## src/rtl/demux8_pkg.sv

```systemverilog
// Shared constants, channel-index type and popcount helper for the
// eight-channel demultiplexing holding buffer.
package demux8_pkg;

  localparam int NUM_CH = 8;
  localparam int SEL_W  = 3;
  localparam int CNT_W  = 4;

  typedef logic [SEL_W-1:0] ch_idx_t;

  function automatic logic [CNT_W-1:0] popcount(input logic [NUM_CH-1:0] vec);
    logic [CNT_W-1:0] n;
    n = '0;
    for (int i = 0; i < NUM_CH; i++) begin
      n = n + CNT_W'(vec[i]);
    end
    return n;
  endfunction

endpackage

```

## src/rtl/demux8_channel.sv

```systemverilog
// One-entry holding register: a load fills it, an ack from the consumer
// empties it; a load in the same cycle as an ack wins and keeps it full.
module demux8_channel #(
  parameter int DATA_WIDTH = 1
) (
  input  logic                  clk,
  input  logic                  rst_n,
  input  logic                  load,
  input  logic [DATA_WIDTH-1:0] load_data,
  input  logic                  ack,
  output logic                  valid,
  output logic [DATA_WIDTH-1:0] data,
  output logic                  valid_next
);

  // Exposed so the parent can register an occupancy count that tracks
  // valid on the same edge instead of one cycle behind.
  assign valid_next = load | (valid & ~ack);

  // NOTE: sequential state uses non-blocking assignments so every register
  // samples pre-edge values regardless of statement order.
  always_ff @(posedge clk or negedge rst_n) begin
    if (!rst_n) begin
      valid <= 1'b0;
      // NOTE: the data word is reset too, since consumers may observe it
      // directly; it is a single register, not a memory array.
      data  <= '0;
    end else begin
      valid <= valid_next;
      if (load) begin
        data <= load_data;
      end
    end
  end

endmodule

```

## src/rtl/demux8_hold.sv

```systemverilog
// Eight-channel demultiplexing holding buffer. Optional round-robin target
// selection is compiled in with DEMUX8_AUTOINC_EN.
module demux8_hold
  import demux8_pkg::*;
#(
  parameter int DATA_WIDTH = 1
) (
  input  logic                         clk,
  input  logic                         rst_n,
  input  logic [DATA_WIDTH-1:0]        in_data,
  input  logic [SEL_W-1:0]             select,
  input  logic                         in_valid,
  output logic                         in_ready,
  input  logic                         enable,
  output logic [NUM_CH*DATA_WIDTH-1:0] out_data,
  output logic [NUM_CH-1:0]            out_valid,
  input  logic [NUM_CH-1:0]            out_ack,
  output logic [CNT_W-1:0]             full_count
`ifdef DEMUX8_AUTOINC_EN
  ,
  input  logic                         auto_mode
`endif
);

  ch_idx_t             target;
  logic                transfer;
  logic [NUM_CH-1:0]   load;
  logic [NUM_CH-1:0]   valid_next;

`ifdef DEMUX8_AUTOINC_EN
  ch_idx_t ptr;

  assign target = auto_mode ? ptr : ch_idx_t'(select);

  always_ff @(posedge clk or negedge rst_n) begin
    if (!rst_n) begin
      ptr <= '0;
    end else if (auto_mode && transfer) begin
      ptr <= ptr + ch_idx_t'(1);
    end
  end
`else
  assign target = ch_idx_t'(select);
`endif

  // Gated by rst_n so no handshake completes while the block is held in reset.
  assign in_ready = rst_n & enable & (~out_valid[target] | out_ack[target]);
  assign transfer = in_valid & in_ready;

  // NOTE: every always_comb output gets a default first so no latch is inferred.
  always_comb begin
    load = '0;
    if (transfer) begin
      load[target] = 1'b1;
    end
  end

  for (genvar k = 0; k < NUM_CH; k++) begin : g_ch
    demux8_channel #(
      .DATA_WIDTH(DATA_WIDTH)
    ) u_channel (
      .clk       (clk),
      .rst_n     (rst_n),
      .load      (load[k]),
      .load_data (in_data),
      .ack       (out_ack[k]),
      .valid     (out_valid[k]),
      .data      (out_data[k*DATA_WIDTH +: DATA_WIDTH]),
      .valid_next(valid_next[k])
    );
  end

  always_ff @(posedge clk or negedge rst_n) begin
    if (!rst_n) begin
      full_count <= '0;
    end else begin
      full_count <= popcount(valid_next);
    end
  end

endmodule

```

## config.mk

```make
export PLATFORM = sky130hd
export DESIGN_NAME = demux8_hold
export DESIGN_NICKNAME = d
export VERILOG_FILES = /design/src/rtl/demux8_pkg.sv /design/src/rtl/demux8_channel.sv /design/src/rtl/demux8_hold.sv
export SDC_FILE = /design/constraint.sdc
export NUM_CORES = 1
export LEC_CHECK = 0
export ABC_CLOCK_PERIOD_IN_PS = 4300
export BUFFER_PORTS_ARGS = -buffer_cell sky130_fd_sc_hd__buf_2
export CORE_MARGIN = 5
export CORE_UTILIZATION = 50
export CTS_BUF_LIST = sky130_fd_sc_hd__clkbuf_8
export DETAILED_ROUTE_END_ITERATION = 8
export GPL_TIMING_DRIVEN = 0
export PLACE_DENSITY = 0.75
export SETUP_SLACK_MARGIN = 0.15
export SYNTH_ARGS = -nofsm -noshare
export SYNTH_HDL_FRONTEND = slang
export SYNTH_HIERARCHICAL = 1
export SYNTH_SLANG_ARGS = --single-unit
```

## constraint.sdc

```tcl
create_clock -name clk -period 4.3 [get_ports clk]
set_input_delay 0.43 -clock clk [delete_from_list [all_inputs] [get_ports clk]]
set_output_delay 0.43 -clock clk [all_outputs]
set_load 0.01 [all_outputs]
```

# After elaboration in Yosys (flattened, before gate mapping)
# Index checks and enable logic that the tools add are counted.
totals:
  ff_bits: 20
  latch_bits: 0
  ramBits: 0
  mem_bits_ro: 0
  inputBits: 16
  output_inout_bits: 21
  elab_cells: 63
  memories: 0
op_classes:
  addsub: 7
  multipliers: 0
  div: 0
  order_cmp: 2
  eq_ne: 0
  n_shift: 0
  n_mux: 7
  bitwise_logic: 29
  n_reduce_logical: 1
ops:
  columns: ["cell", "count"]
  rows:
  - ["adder 4 x 1 -> 4 bit", 4]
  - ["AND 1 bit", 11]
  - ["inverter 1 bit", 9]
  - ["OR 1 bit", 9]
  - ["2-to-1 mux 8 bit", 1]
  - ["binary-select mux 1 bit (select 3 bit)", 2]
  - ["adder 3 x 1 -> 4 bit", 1]
  - ["< comparator 3 x 4 -> 1 bit (second input constant)", 1]
  - ["adder 2 x 1 -> 3 bit", 1]
  - ["demux 1 bit (select 3 bit)", 1]
  - [">= comparator 3 x 1 -> 1 bit (second input constant)", 1]
  - ["2-to-1 mux 1 bit", 3]
  - ["adder 1 x 1 -> 2 bit", 1]
  - ["logical AND 1 bit", 1]

# Depth between registers and ports, before layout
logic_depth:
  word_depth: 15
  mapped_depth: 14

# Modules after synthesis
# Netlist, hierarchy kept.
modules_own_cells:
  columns: ["module", "instances", "cells_per_inst", "area_each_um2"]
  rows:
  - ["demux8_channel", 8, 5, 77.6]
  - ["demux8_hold", 1, 58, 566.8]

# Worst setup path after synthesis
# OpenSTA, ideal clock, no wires.
synth_path:
  path_kind: "in2reg"
  startpoint: "in select[2]"
  endpoint: "reg full_count[2]"
  setup_ns: 0.123
  arrival_ns: 3.764
  t_required_ns: 4.177
  slack_ns: 0.414
  path_stages: 14
  n_path_buf: 1
  cell_sequence: "buf_6 mux4_2 nor2b_4 nor4b_2 a21o_2 fa_1 inv_1 fa_1 fa_1 inv_1 ha_1 inv_1 fa_1 xnor2_1"
synth_between:
  elab_chain_len: 15
  word_cells_on_any_way: 29
synth_rtl:
  columns: ["element", "line_no", "source"]
  rows:
  - ["from (decl)", "demux8_hold.sv:11", "input logic [SEL_W-1:0] select,"]
  - ["binary-select mux 1 bit (select 3 bit)", "demux8_hold.sv:47", "assign in_ready = rst_n & enable & (~out_valid[target] | out_ack[target]);"]
  - ["2-to-1 mux 1 bit (implied by the code)", "demux8_hold.sv:47", null]
  - ["inverter 1 bit", "demux8_hold.sv:47", null]
  - ["OR 1 bit", "demux8_hold.sv:47", null]
  - ["AND 1 bit", "demux8_hold.sv:47", null]
  - ["AND 1 bit", "demux8_hold.sv:48", "assign transfer = in_valid & in_ready;"]
  - ["2-to-1 mux 8 bit (*)", "demux8_hold.sv:53", "if (transfer) begin"]
  - ["named net load[1]", "demux8_hold.sv:27", "logic [NUM_CH-1:0] load;"]
  - ["OR 1 bit (*)", "demux8_channel.sv:18", "assign valid_next = load | (valid & ~ack);"]
  - ["named net valid_next[1]", "demux8_hold.sv:28", "logic [NUM_CH-1:0] valid_next;"]
  - ["adder 1 x 1 -> 2 bit (*)", "demux8_pkg.sv:15", "n = n + CNT_W'(vec[i]);"]
  - ["adder 2 x 1 -> 3 bit (*)", "demux8_pkg.sv:15", null]
  - ["adder 3 x 1 -> 4 bit (*)", "demux8_pkg.sv:15", null]
  - ["adder 4 x 1 -> 4 bit (*) (4 in series)", "demux8_pkg.sv:15", null]
  - ["to (signal assigned)", "demux8_hold.sv:77", "full_count <= popcount(valid_next);"]
  - ["to (decl)", "demux8_hold.sv:18", "output logic [CNT_W-1:0] full_count"]
# The timed path passes the listed nets; every way through them passes the cells marked *. The select of a mux whose other input is x is not followed.
# A chain may end at the register's enable or synchronous reset.

# Final worst setup path
layout_path:
  startpoint: "reg g_ch[7].u_channel.valid"
  endpoint: "reg full_count[2]"
layout_between:
  elab_chain_len: 15
  word_cells_on_any_way: 23
layout_rtl:
  columns: ["element", "line_no", "source"]
  rows:
  - ["from (decl)", "demux8_channel.sv:11", "output logic valid,"]
  - ["from (signal assigned)", "demux8_channel.sv:29", "valid <= valid_next;"]
  - ["binary-select mux 1 bit (select 3 bit)", "demux8_hold.sv:47", null]
  - ["2-to-1 mux 1 bit (implied by the code)", "demux8_hold.sv:47", null]
  - ["inverter 1 bit", "demux8_hold.sv:47", null]
  - ["OR 1 bit", "demux8_hold.sv:47", null]
  - ["AND 1 bit", "demux8_hold.sv:47", null]
  - ["AND 1 bit", "demux8_hold.sv:48", null]
  - ["2-to-1 mux 8 bit", "demux8_hold.sv:53", null]
  - ["named net load[1]", "demux8_hold.sv:27", null]
  - ["OR 1 bit", "demux8_channel.sv:18", null]
  - ["named net valid_next[1]", "demux8_hold.sv:28", null]
  - ["adder 1 x 1 -> 2 bit", "demux8_pkg.sv:15", null]
  - ["adder 2 x 1 -> 3 bit", "demux8_pkg.sv:15", null]
  - ["adder 3 x 1 -> 4 bit", "demux8_pkg.sv:15", null]
  - ["adder 4 x 1 -> 4 bit (4 in series)", "demux8_pkg.sv:15", null]
# The timed path passes the listed nets, and every way through them passes these cells. The select of a mux whose other input is x is not followed.

==> flow_metrics.tcl <==
set metrics [dict create \
    final_layout_size_suffix_gt1_share_pct 46.3 \
    start_util_pct 53.2 \
    fin_crit_sh_pct 91.0 \
    crit_chain "mux4_2 -> nor2b_4 -> nor4b_2 -> a21o_2 -> fa_1 -> inv_1 -> fa_1 -> fa_1 -> inv_1 -> ha_1 -> inv_1 -> fa_1 -> xnor2_1" \
    crit_slowest_cell "mux4_2" \
    max_clock_freq_mhz 256 \
    synthCells 98 \
    cts-buffers-inserted 3 \
    post_cts_resized 0 \
    synth_seq_cells 20 \
    critPathLaunchType "flip-flop" \
    area_growth_pct 23.3 \
    async_flop_share_pct 100 \
    synth_top_area_share_pct 42.1 \
    port_buffers 34 \
    crit_arrival_ps 4070 \
    grt.total_usage_pct 17.0 \
    routed-via-count 857 \
    synth_area_leaders "dfrtp_1 (42%), mux2_4 (10%), inv_1 (7.6%)" \
    crit_type "flip-flop to flip-flop" \
    drv_slew 0 \
    syn_nets 121 \
    place.gp.congestion 0.890 \
    post-dp-hpwl_mm 2.04 \
    crit_path_max_fanout 5 \
    cts_max_level 1 \
    end_kind "flip-flop" \
    tns_ps 0 \
    ir_drop_mv 0.213 \
    synth_ff_type "dfrtp_1" \
    routed_via_density 5.23 \
    ant_nets 0 \
    post-cts-setup-buffers 0 \
    core_area_um2 2230 \
    fp-row-count 17 \
    tightest_slew_ps 522 \
    grt_overflow 0 \
    cts.sinks 20 \
    cp.required_ps 4450 \
    p_per_area_nw_per_um2 337 \
    grt_pass1_vias 955 \
    cellLeakagePower_nw 0.812 \
    drc 0 \
    clock_latency_ps 260 \
    slowest_delay_ps 540 \
    skew_ps 3.88 \
    post-route-min-period_ps 3910 \
    fp.dieH_um 58.7 \
    drv_cap 0 \
    design_area_um2 1460 \
    wl_mm 2.59 \
    netlist_area_um2 1190 \
    clk_pin_slew_ps 70 \
    rsz0062_at_grt "no" \
    nFillCells 186 \
    grt_pass1_wl_mm 4.41 \
    pin_count 37 \
    setup_viol 0 \
    outcome "complete, no violations" \
    hold_viol_final 0 \
    hold_class "primary input to async pin" \
    first_pass_iters 4 \
    ys_seq_area_share_pct 42.1 \
    nNetsFinal 160 \
    synth_edf_count 0 \
    die_area_um2 3450 \
    total_power_mw 0.494 \
    postPlaceCellArea_um2 1390 \
    holdBufCountCts 0 \
    root_buffer "clkbuf_8" \
    clk_path_buf_depth 2 \
    yosysTopAreaCell "dfrtp_1" \
    wl_per_cell_um 15.8 \
    fin_cells 164 \
    cts_tree "done" \
    synth.most_common_cell "inv_1" \
    ys_types 26 \
    diodes 0 \
    dr.first_iter.drc_count 28 \
    synthTopCellsByCount "inv_1 (24), dfrtp_1 (20), a21o_2 (8), mux2_4 (8), fa_1 (4)" \
    crit_top_cell "fa_1" \
    antenna_found_initial 0 \
    yosysWarnings 6 \
    grt_max_degree 24 \
    startpoint "g_ch[7].u_channel/valid$_DFF_PN0_" \
    die_w_um 58.7 \
    reg2reg_from "g_ch[7].u_channel/valid$_DFF_PN0_" \
    place_inst 160 \
    avgSynthCellArea_um2 12.1 \
    maxSlewHeadroom_pct 64.9 \
]
[area by class of cell]
class                      count  area (um2)  share of cell area, %
timing repair buffer          34         170                   11.6
clock buffer                   3        41.3                   2.82
buffer                         2        16.3                   1.11
inverter                      24        90.1                   6.15
sequential                    20         500                   34.2
tap                           28        35.0                   2.39
clock inverter                 1        30.0                   2.05
multi-input combinational     52         581                   39.7
[state kept, by name, summed over array words and instances, names as in the netlist]
name / count
g_ch.u_channel/data: 8
full_count: 4
g_ch.u_channel/valid: 8
[stage by stage]
| step | hold WS, ps | util [%] | setup slack [ps] |
|---|---|---|---|
| floorplan | 134 | - | 414 |
| global placement | 416 | 62.4 | 167 |
| detailed placement | 421 | 62.4 | 113 |
| CTS | 124 | 65.5 | 332 |
| global route | 149 | 65.5 | 194 |
| finish | 118 | 65.5 | 387 |
[per-layer routing]
layer	wire (um)	track usage, %
met2	1410	29.8
met5	0	0
met1	990	19.0
met4	23	6.15
met3	166	5.92
[logic make-up after synthesis]
kind of cell / count (synthesis) / synth area share [%]
buffers and inverters: 26 / 8.96
multiplexers: 13 / 17.9
adder cells (fa/ha/maj): 7 / 9.91
AND/OR/NAND/NOR: 18 / 11.4
XOR/XNOR: 1 / 0.738
flip-flops: 20 / 42.1
AO/OA/AOI/OAI: 13 / 8.96
[final timing paths]
path                                                      end  slack (ps)  depth (start not counted)
min                        g_ch[1].u_channel/data$_DFFE_PN0P_         120                          1
min in group clk            g_ch[4].u_channel/valid$_DFF_PN0_         470                          3
min reg2reg                g_ch[0].u_channel/data$_DFFE_PN0P_         510                          1
max                                   full_count[2]$_DFF_PN0_         390                         13
max reg2reg                           full_count[2]$_DFF_PN0_         390                         13
max in group asynchronous  g_ch[2].u_channel/data$_DFFE_PN0P_        3850                          1
[report_power, final]
part           leakage, nW  total (mW)  switching [mW]  internal (mW)
Clock               0.0357       0.186          0.0620          0.124
Combinational        0.508      0.0915          0.0442         0.0473
Sequential           0.268       0.216         0.00953          0.206
Total                0.812       0.494           0.116          0.378
[cell usage in the layout, fill, tap and decap left out]
cell | synthesis | final
buf_6 | 1 | 1
fa_1 | 4 | 4
nand2_1 | 2 | 2
xnor2_1 | 1 | 1
clkbuf_2 | 1 | 1
a211oi_1 | 3 | 3
mux2i_1 | 1 | 1
nor3_1 | 2 | 2
nor2b_1 | 1 | 1
inv_1 | 24 | 24
nand2b_1 | 3 | 3
buf_2 | 0 | 34
nor4_1 | 2 | 2
a21o_2 | 8 | 8
mux2_2 | 1 | 1
mux4_2 | 2 | 2
nor2_1 | 2 | 2
nor2b_4 | 2 | 2
dfrtp_1 | 20 | 20
bufinv_16 | 0 | 1
nor4b_2 | 2 | 2
clkbuf_8 | 0 | 3
ha_1 | 3 | 3
mux4_1 | 1 | 1
mux2_4 | 8 | 8
nand4_1 | 1 | 1
a311oi_1 | 1 | 1
a21oi_1 | 1 | 1
nand4b_1 | 1 | 1
[critical path: cells and delay by family (launching register included)]
| family | cells | cell delay, ps |
|---|---|---|
| buffers and inverters | 3 | 210 |
| and+or+nand+nor | 2 | 490 |
| adders and majority gates | 5 | 1880 |
| DFF | 1 | 390 |
| muxes | 1 | 540 |
| AOI/OAI and AO/OA | 1 | 170 |
| xor gates and xnor gates | 1 | 130 |
Note: power is estimated with default switching activity, not from simulation.
